`config.mk`:
```
export PLATFORM = sky130hd
export DESIGN_NAME = arm_pic_packer
export DESIGN_NICKNAME = d
export VERILOG_FILES = /design/src/rtl/arm_pic_packer.sv
export SDC_FILE = /design/constraint.sdc
export NUM_CORES = 1
export LEC_CHECK = 0
export ABC_AREA = 1
export CAP_MARGIN = 20
export CORE_MARGIN = 2
export CORE_UTILIZATION = 58
export CTS_CLUSTER_SIZE = 20
export DETAILED_ROUTE_END_ITERATION = 6
export PLACE_DENSITY = 0.86
export SETUP_SLACK_MARGIN = 0.1
export SYNTH_ARGS = -nofsm -noshare
export SYNTH_HDL_FRONTEND = slang
export SYNTH_SLANG_ARGS = --single-unit
export TNS_END_PERCENT = 100
```
`constraint.sdc`:
```
create_clock -name clk -period 3.4 [get_ports clk]
set_input_delay 0.51 -clock clk [delete_from_list [all_inputs] [get_ports clk]]
set_output_delay 0.51 -clock clk [all_outputs]
set_load 0.01 [all_outputs]
```
`src/rtl/arm_pic_packer.sv`:
```
// ARM picture-write front end: synchronises the ARM strobe, packs 16-bit words into RGB888 pixels, buffers them for the SDRAM FIFO.
// Optional ARM_PIC_CKSUM_EN adds a running 16-bit sum of captured words on cksum.
module arm_pic_packer #(
  parameter int SYNC_STAGES = 2,
  parameter int FIFO_DEPTH  = 4,
  parameter int PIX_CNT_W   = 24
)(
  input  logic                 clk,
  input  logic                 rst,
  input  logic                 wen,
  input  logic [PIX_CNT_W-1:0] frame_pix,
  input  logic                 arm_pic_wr,
  input  logic [15:0]          arm_pic_wdata,
  output logic                 pix_valid,
  output logic [23:0]          pix_data,
  output logic                 pix_last,
  input  logic                 pix_ready,
  output logic                 busy,
  output logic                 done,
  output logic                 ovf
`ifdef ARM_PIC_CKSUM_EN
  ,output logic [15:0]         cksum
`endif
);

  localparam int AW = (FIFO_DEPTH > 1) ? $clog2(FIFO_DEPTH) : 1;

  typedef enum logic [1:0] {S_IDLE, S_ACTIVE, S_DRAIN, S_DONE} state_t;
  state_t r_state, w_state_next;

  logic [SYNC_STAGES-1:0] r_sync;
  logic                   r_sync_d;
  logic                   r_wen_d;
  logic [PIX_CNT_W-1:0]   r_frame_pix, r_pix_cnt;
  logic [1:0]             r_phase;
  logic [15:0]            r_hold;
  logic                   r_push, r_push_last;
  logic [23:0]            r_push_data;
  logic [24:0]            r_mem [FIFO_DEPTH];
  logic [AW-1:0]          r_wr_ptr, r_rd_ptr;
  logic [AW:0]            r_count;
  logic                   r_ovf;

  logic                 w_rise, w_wen_rise, w_cap, w_emit, w_is_last;
  logic [PIX_CNT_W-1:0] w_cnt_inc;
  logic                 w_full, w_pop, w_wr, w_wr_ok, w_head_last;

  assign w_rise     = r_sync[SYNC_STAGES-1] & ~r_sync_d;
  assign w_wen_rise = wen & ~r_wen_d;
  assign w_cap      = (r_state == S_ACTIVE) && w_rise && wen && (r_frame_pix != '0);
  assign w_emit     = w_cap && (r_phase != 2'd0);
  assign w_cnt_inc  = r_pix_cnt + PIX_CNT_W'(1);
  assign w_is_last  = (w_cnt_inc == r_frame_pix);

  assign w_full      = (r_count == (AW+1)'(FIFO_DEPTH));
  assign pix_valid   = (r_count != '0);
  assign w_pop       = pix_valid & pix_ready;
  assign w_wr        = r_push && ((r_state == S_ACTIVE) || (r_state == S_DRAIN));
  assign w_wr_ok     = w_wr && (!w_full || w_pop);
  assign w_head_last = r_mem[r_rd_ptr][24];
  assign pix_data    = pix_valid ? r_mem[r_rd_ptr][23:0] : 24'h0;
  assign pix_last    = pix_valid & w_head_last;
  assign ovf         = r_ovf;

  always_ff @(posedge clk) begin
    if (rst) r_state <= S_IDLE;
    else     r_state <= w_state_next;
  end

  always_comb begin
    w_state_next = r_state;
    busy         = 1'b0;
    done         = 1'b0;
    case (r_state)
      S_IDLE:   if (w_wen_rise) w_state_next = S_ACTIVE;
      S_ACTIVE: begin
        busy = 1'b1;
        if (r_frame_pix == '0)          w_state_next = S_DONE;
        else if (w_emit && w_is_last)   w_state_next = S_DRAIN;
      end
      S_DRAIN: begin
        busy = 1'b1;
        // An empty buffer with nothing in flight also ends the drain, covering a dropped last pixel.
        if ((w_pop && w_head_last) || (r_count == '0 && !r_push)) w_state_next = S_DONE;
      end
      S_DONE:   done = 1'b1;
      default:  w_state_next = S_IDLE;
    endcase
    if (!wen) w_state_next = S_IDLE;
  end

  always_ff @(posedge clk) begin
    if (rst) begin
      r_sync      <= '0;
      r_sync_d    <= 1'b0;
      r_wen_d     <= 1'b0;
      r_frame_pix <= '0;
      r_pix_cnt   <= '0;
      r_phase     <= 2'd0;
      r_hold      <= 16'h0;
      r_push      <= 1'b0;
      r_push_last <= 1'b0;
      r_push_data <= 24'h0;
    end else begin
      r_sync   <= {r_sync[SYNC_STAGES-2:0], arm_pic_wr};
      r_sync_d <= r_sync[SYNC_STAGES-1];
      r_wen_d  <= wen;
      if (!wen || w_wen_rise) begin
        r_phase   <= 2'd0;
        r_pix_cnt <= '0;
        r_push    <= 1'b0;
        if (w_wen_rise) r_frame_pix <= frame_pix;
      end else begin
        r_push <= w_emit;
        if (w_cap) begin
          case (r_phase)
            2'd0: begin
              r_hold  <= arm_pic_wdata;
              r_phase <= 2'd1;
            end
            2'd1: begin
              r_push_data <= {r_hold, arm_pic_wdata[15:8]};
              r_hold[7:0] <= arm_pic_wdata[7:0];
              r_phase     <= 2'd2;
            end
            default: begin
              r_push_data <= {r_hold[7:0], arm_pic_wdata};
              r_phase     <= 2'd0;
            end
          endcase
          if (w_emit) begin
            r_pix_cnt   <= w_cnt_inc;
            r_push_last <= w_is_last;
          end
        end
      end
    end
  end

  always_ff @(posedge clk) begin
    if (w_wr_ok) r_mem[r_wr_ptr] <= {r_push_last, r_push_data};
  end

  always_ff @(posedge clk) begin
    if (rst || !wen) begin
      r_wr_ptr <= '0;
      r_rd_ptr <= '0;
      r_count  <= '0;
      if (rst) r_ovf <= 1'b0;
    end else begin
      if (w_wr_ok) r_wr_ptr <= r_wr_ptr + AW'(1);
      if (w_pop)   r_rd_ptr <= r_rd_ptr + AW'(1);
      case ({w_wr_ok, w_pop})
        2'b10:   r_count <= r_count + (AW+1)'(1);
        2'b01:   r_count <= r_count - (AW+1)'(1);
        default: r_count <= r_count;
      endcase
      if (w_wen_rise)           r_ovf <= 1'b0;
      else if (w_wr && !w_wr_ok) r_ovf <= 1'b1;
    end
  end

`ifdef ARM_PIC_CKSUM_EN
  logic [15:0] r_cksum;
  always_ff @(posedge clk) begin
    if (rst)             r_cksum <= 16'h0;
    else if (w_wen_rise) r_cksum <= 16'h0;
    else if (w_cap)      r_cksum <= r_cksum + arm_pic_wdata;
  end
  assign cksum = r_cksum;
`endif

endmodule

```
==> flow_summary.ini <==
[status]
status = completed

[sta]
rsz0062_at_grt = no
slew_violations = 0
finalWorstSetupSlack_ps = 390.3
hold_viol = 0
finalCriticalPeriod_ps = 3010
finalCritPeriodShare_pct = 88.52
slew_headroom_pct = 51.79
worst_pin_slew_ps = 722.3
max_freq_mhz = 332.3
finalSetupViolations = 0
finClkSkew_ps = 18.86
timing.setup.tns_ps = 0

[worst_setup_path]
required_ps = 2890
path_max_fanout = 32
worstPathArrival_ps = 2500
crit_chain = inv_1 > buf_4 > o21ai_0 > a21oi_1 > clkdlybuf4s50_1
cp-end-kind = primary output
crit_type = flop to primary output
crit_path_top_delay_cell = clkdlybuf4s50_1
startpoint_type = flop
crit_path_max_incr_delay_ps = 570

[floorplanning]
dieHeight_um = 129.4
die_w_um = 129.4
initial_utilization_pct = 59.79
die-area_mm2 = 0.01675
pin_count = 74
core_area_mm2 = 0.01526
rows = 45

[detailed_routing]
drc_errors = 0
vias = 7533
firstDrtPassIters = 6
wl_per_cell_um = 15.78
drt_iter0_markers = 695
drtAntennaViolNets = 0
vias_per_cell = 5.531
routed_wl_um = 21490

[place]
dpl.hpwl_um = 14480
placed_cell_area_mm2 = 0.01010
dp_slack_ps = 701.2
gp_congestion = 0.9558
placed_cells = 1324
port_buffers = 73

[global_routing]
gr-total-overflow = 0
antenna_found_initial = 0
grt_max_degree = 51
grt.total_usage_pct = 26.15
first_global_vias = 7288
grt_pass1_wl_um = 35010

[clock_network]
numCtsBuffers = 21
cts-hold-fix-buffers = 0
cts_tree = built
cts_setup_buffers = 0
cts-htree-levels = 1
clock_latency_ps = 500
clk_path_buf_depth = 3
cts_resized = 0
cts-root-buf = clkbuf_16
clock_sinks = 208
clkSlewWorstSetupHoldPaths_ps = 60

[hold_path]
min_path_type = flop to flop

[synth]
yosysTopAreaCell = edfxtp_1
synth_cell_type_count = 32
syn_area_mm2 = 0.009122
syn_inst = 1068
ys_seq_area_share_pct = 56.73
yosysWarnings = 0
synth_top_area_share_pct = 33.25
synth.area.top_cells = edfxtp_1 33%, dfxtp_1 23%, nand2_1 7.6%, o21ai_0 7.2%, nor2_1 6.9%
avgSynthCellArea_um2 = 8.542
synth-seq-cells = 208
synth_fp_nets = 1123

[finish]
drive_gt1_share_pct = 5.995
area_delta_synth_final_pct = 18.60
finish.instance_area_mm2 = 0.01082
final.fill_count = 1087
fin_cells = 1362
final_common_cell = nand2_1
antenna_cells = 0
final_nets = 1191
layout_common_cells = 185 x nand2_1, 163 x nor2_1, 131 x o21ai_0, 111 x inv_1, 107 x dfxtp_1

[pwr]
power_leakage_nw = 3.956
peakVddDrop_uv = 405.4
power.density_mw_per_mm2 = 487.3
fin_total_pwr_mw = 5.272

[run]
cap_violations = 0
## metrics by stage
step	hold slack (ps)	utilization [%]
global route	444.1	70.91
finish	425.1	70.91
detailed placement	395.7	66.17
CTS	420.3	70.88
global placement	398.5	66.17
floorplan	388.3	-
## routing by layer
layer,GRT usage (%),wire (um),vias up
met2,45.33,10480,274
li1,-,-,3716
met3,3.840,1380,48
met5,0,0,-
met4,9.045,525,0
met1,33.82,9098,3495
## flip-flops by register name (all words and copies together), names as in the netlist, named ones only
signal       flops
ovf              1
r_push_data     24
r_wr_ptr         2
r_push_last      1
r_pix_cnt       24
r_mem          100
r_count          3
r_sync_d         1
r_state          2
r_phase          2
r_frame_pix     24
r_wen_d          1
r_hold          16
r_rd_ptr         2
r_sync           2
r_push           1
## cells by family after synthesis
| kind of cell | count (synthesis) | synth area share, % |
|---|---|---|
| xor+xnor | 10 | 1.262 |
| flops | 208 | 56.73 |
| fa+ha+maj | 10 | 1.454 |
| buf+inv | 159 | 6.583 |
| compound gates | 252 | 14.57 |
| simple gates | 429 | 19.41 |
## critical path, delay by kind of cell, from the launching register on
kind                   cells  cell delay, ps
flip-flops                 1             310
buffers and inverters      3            1320
AO/OA/AOI/OAI              2             380
## path summary, 6_finish.rpt
check | endpoint | slack (ps) | cells past startpoint | startpoint
worst max-delay path | pix_data[10] | 390 | 5 | flop
worst min-delay path | r_sync[1] | 430 | 2 | r_sync[0]
worst max register to register | r_state[1] | 710 | 15 | r_pix_cnt[0]
worst min register to register | r_sync[1] | 430 | 2 | r_sync[0]
## power by group
part / switching (mW) / total (mW) / internal [mW] / leakage, nW
clock network: 0.934 / 2.39 / 1.46 / 0.345
logic: 0.125 / 0.231 / 0.106 / 1.80
registers: 0.0167 / 2.65 / 2.63 / 1.81
## final cells by class
cell class | instances | area, um2 | area share, %
Sequential cell | 208 | 5175 | 47.83
Multi-Input combinational cell | 701 | 3359 | 31.05
Timing Repair Buffer | 90 | 870.8 | 8.049
Clock buffer | 25 | 550.5 | 5.088
Inverter | 114 | 431.7 | 3.990
Tap cell | 211 | 264.0 | 2.440
Clock inverter | 13 | 167.7 | 1.550
## Yosys cell counts, drive strengths merged
| cell | number |
|---|---|
| a211oi | 1 |
| a21oi | 75 |
| a22o | 1 |
| a31oi | 24 |
| a32o | 1 |
| buf | 8 |
| clkbuf | 37 |
| clkinv | 3 |
| dfxtp | 107 |
| edfxtp | 101 |
| fa | 1 |
| ha | 9 |
| inv | 111 |
| nand2 | 189 |
| nand3 | 47 |
| nand3b | 1 |
| nand4 | 13 |
| nor2 | 177 |
| nor3 | 1 |
| nor4 | 1 |
| o211ai | 1 |
| o21ai | 132 |
| o22ai | 16 |
| o311ai | 1 |
| xnor2 | 1 |
| xnor3 | 2 |
| xor2 | 7 |
Power figures use the tool's default switching activity.
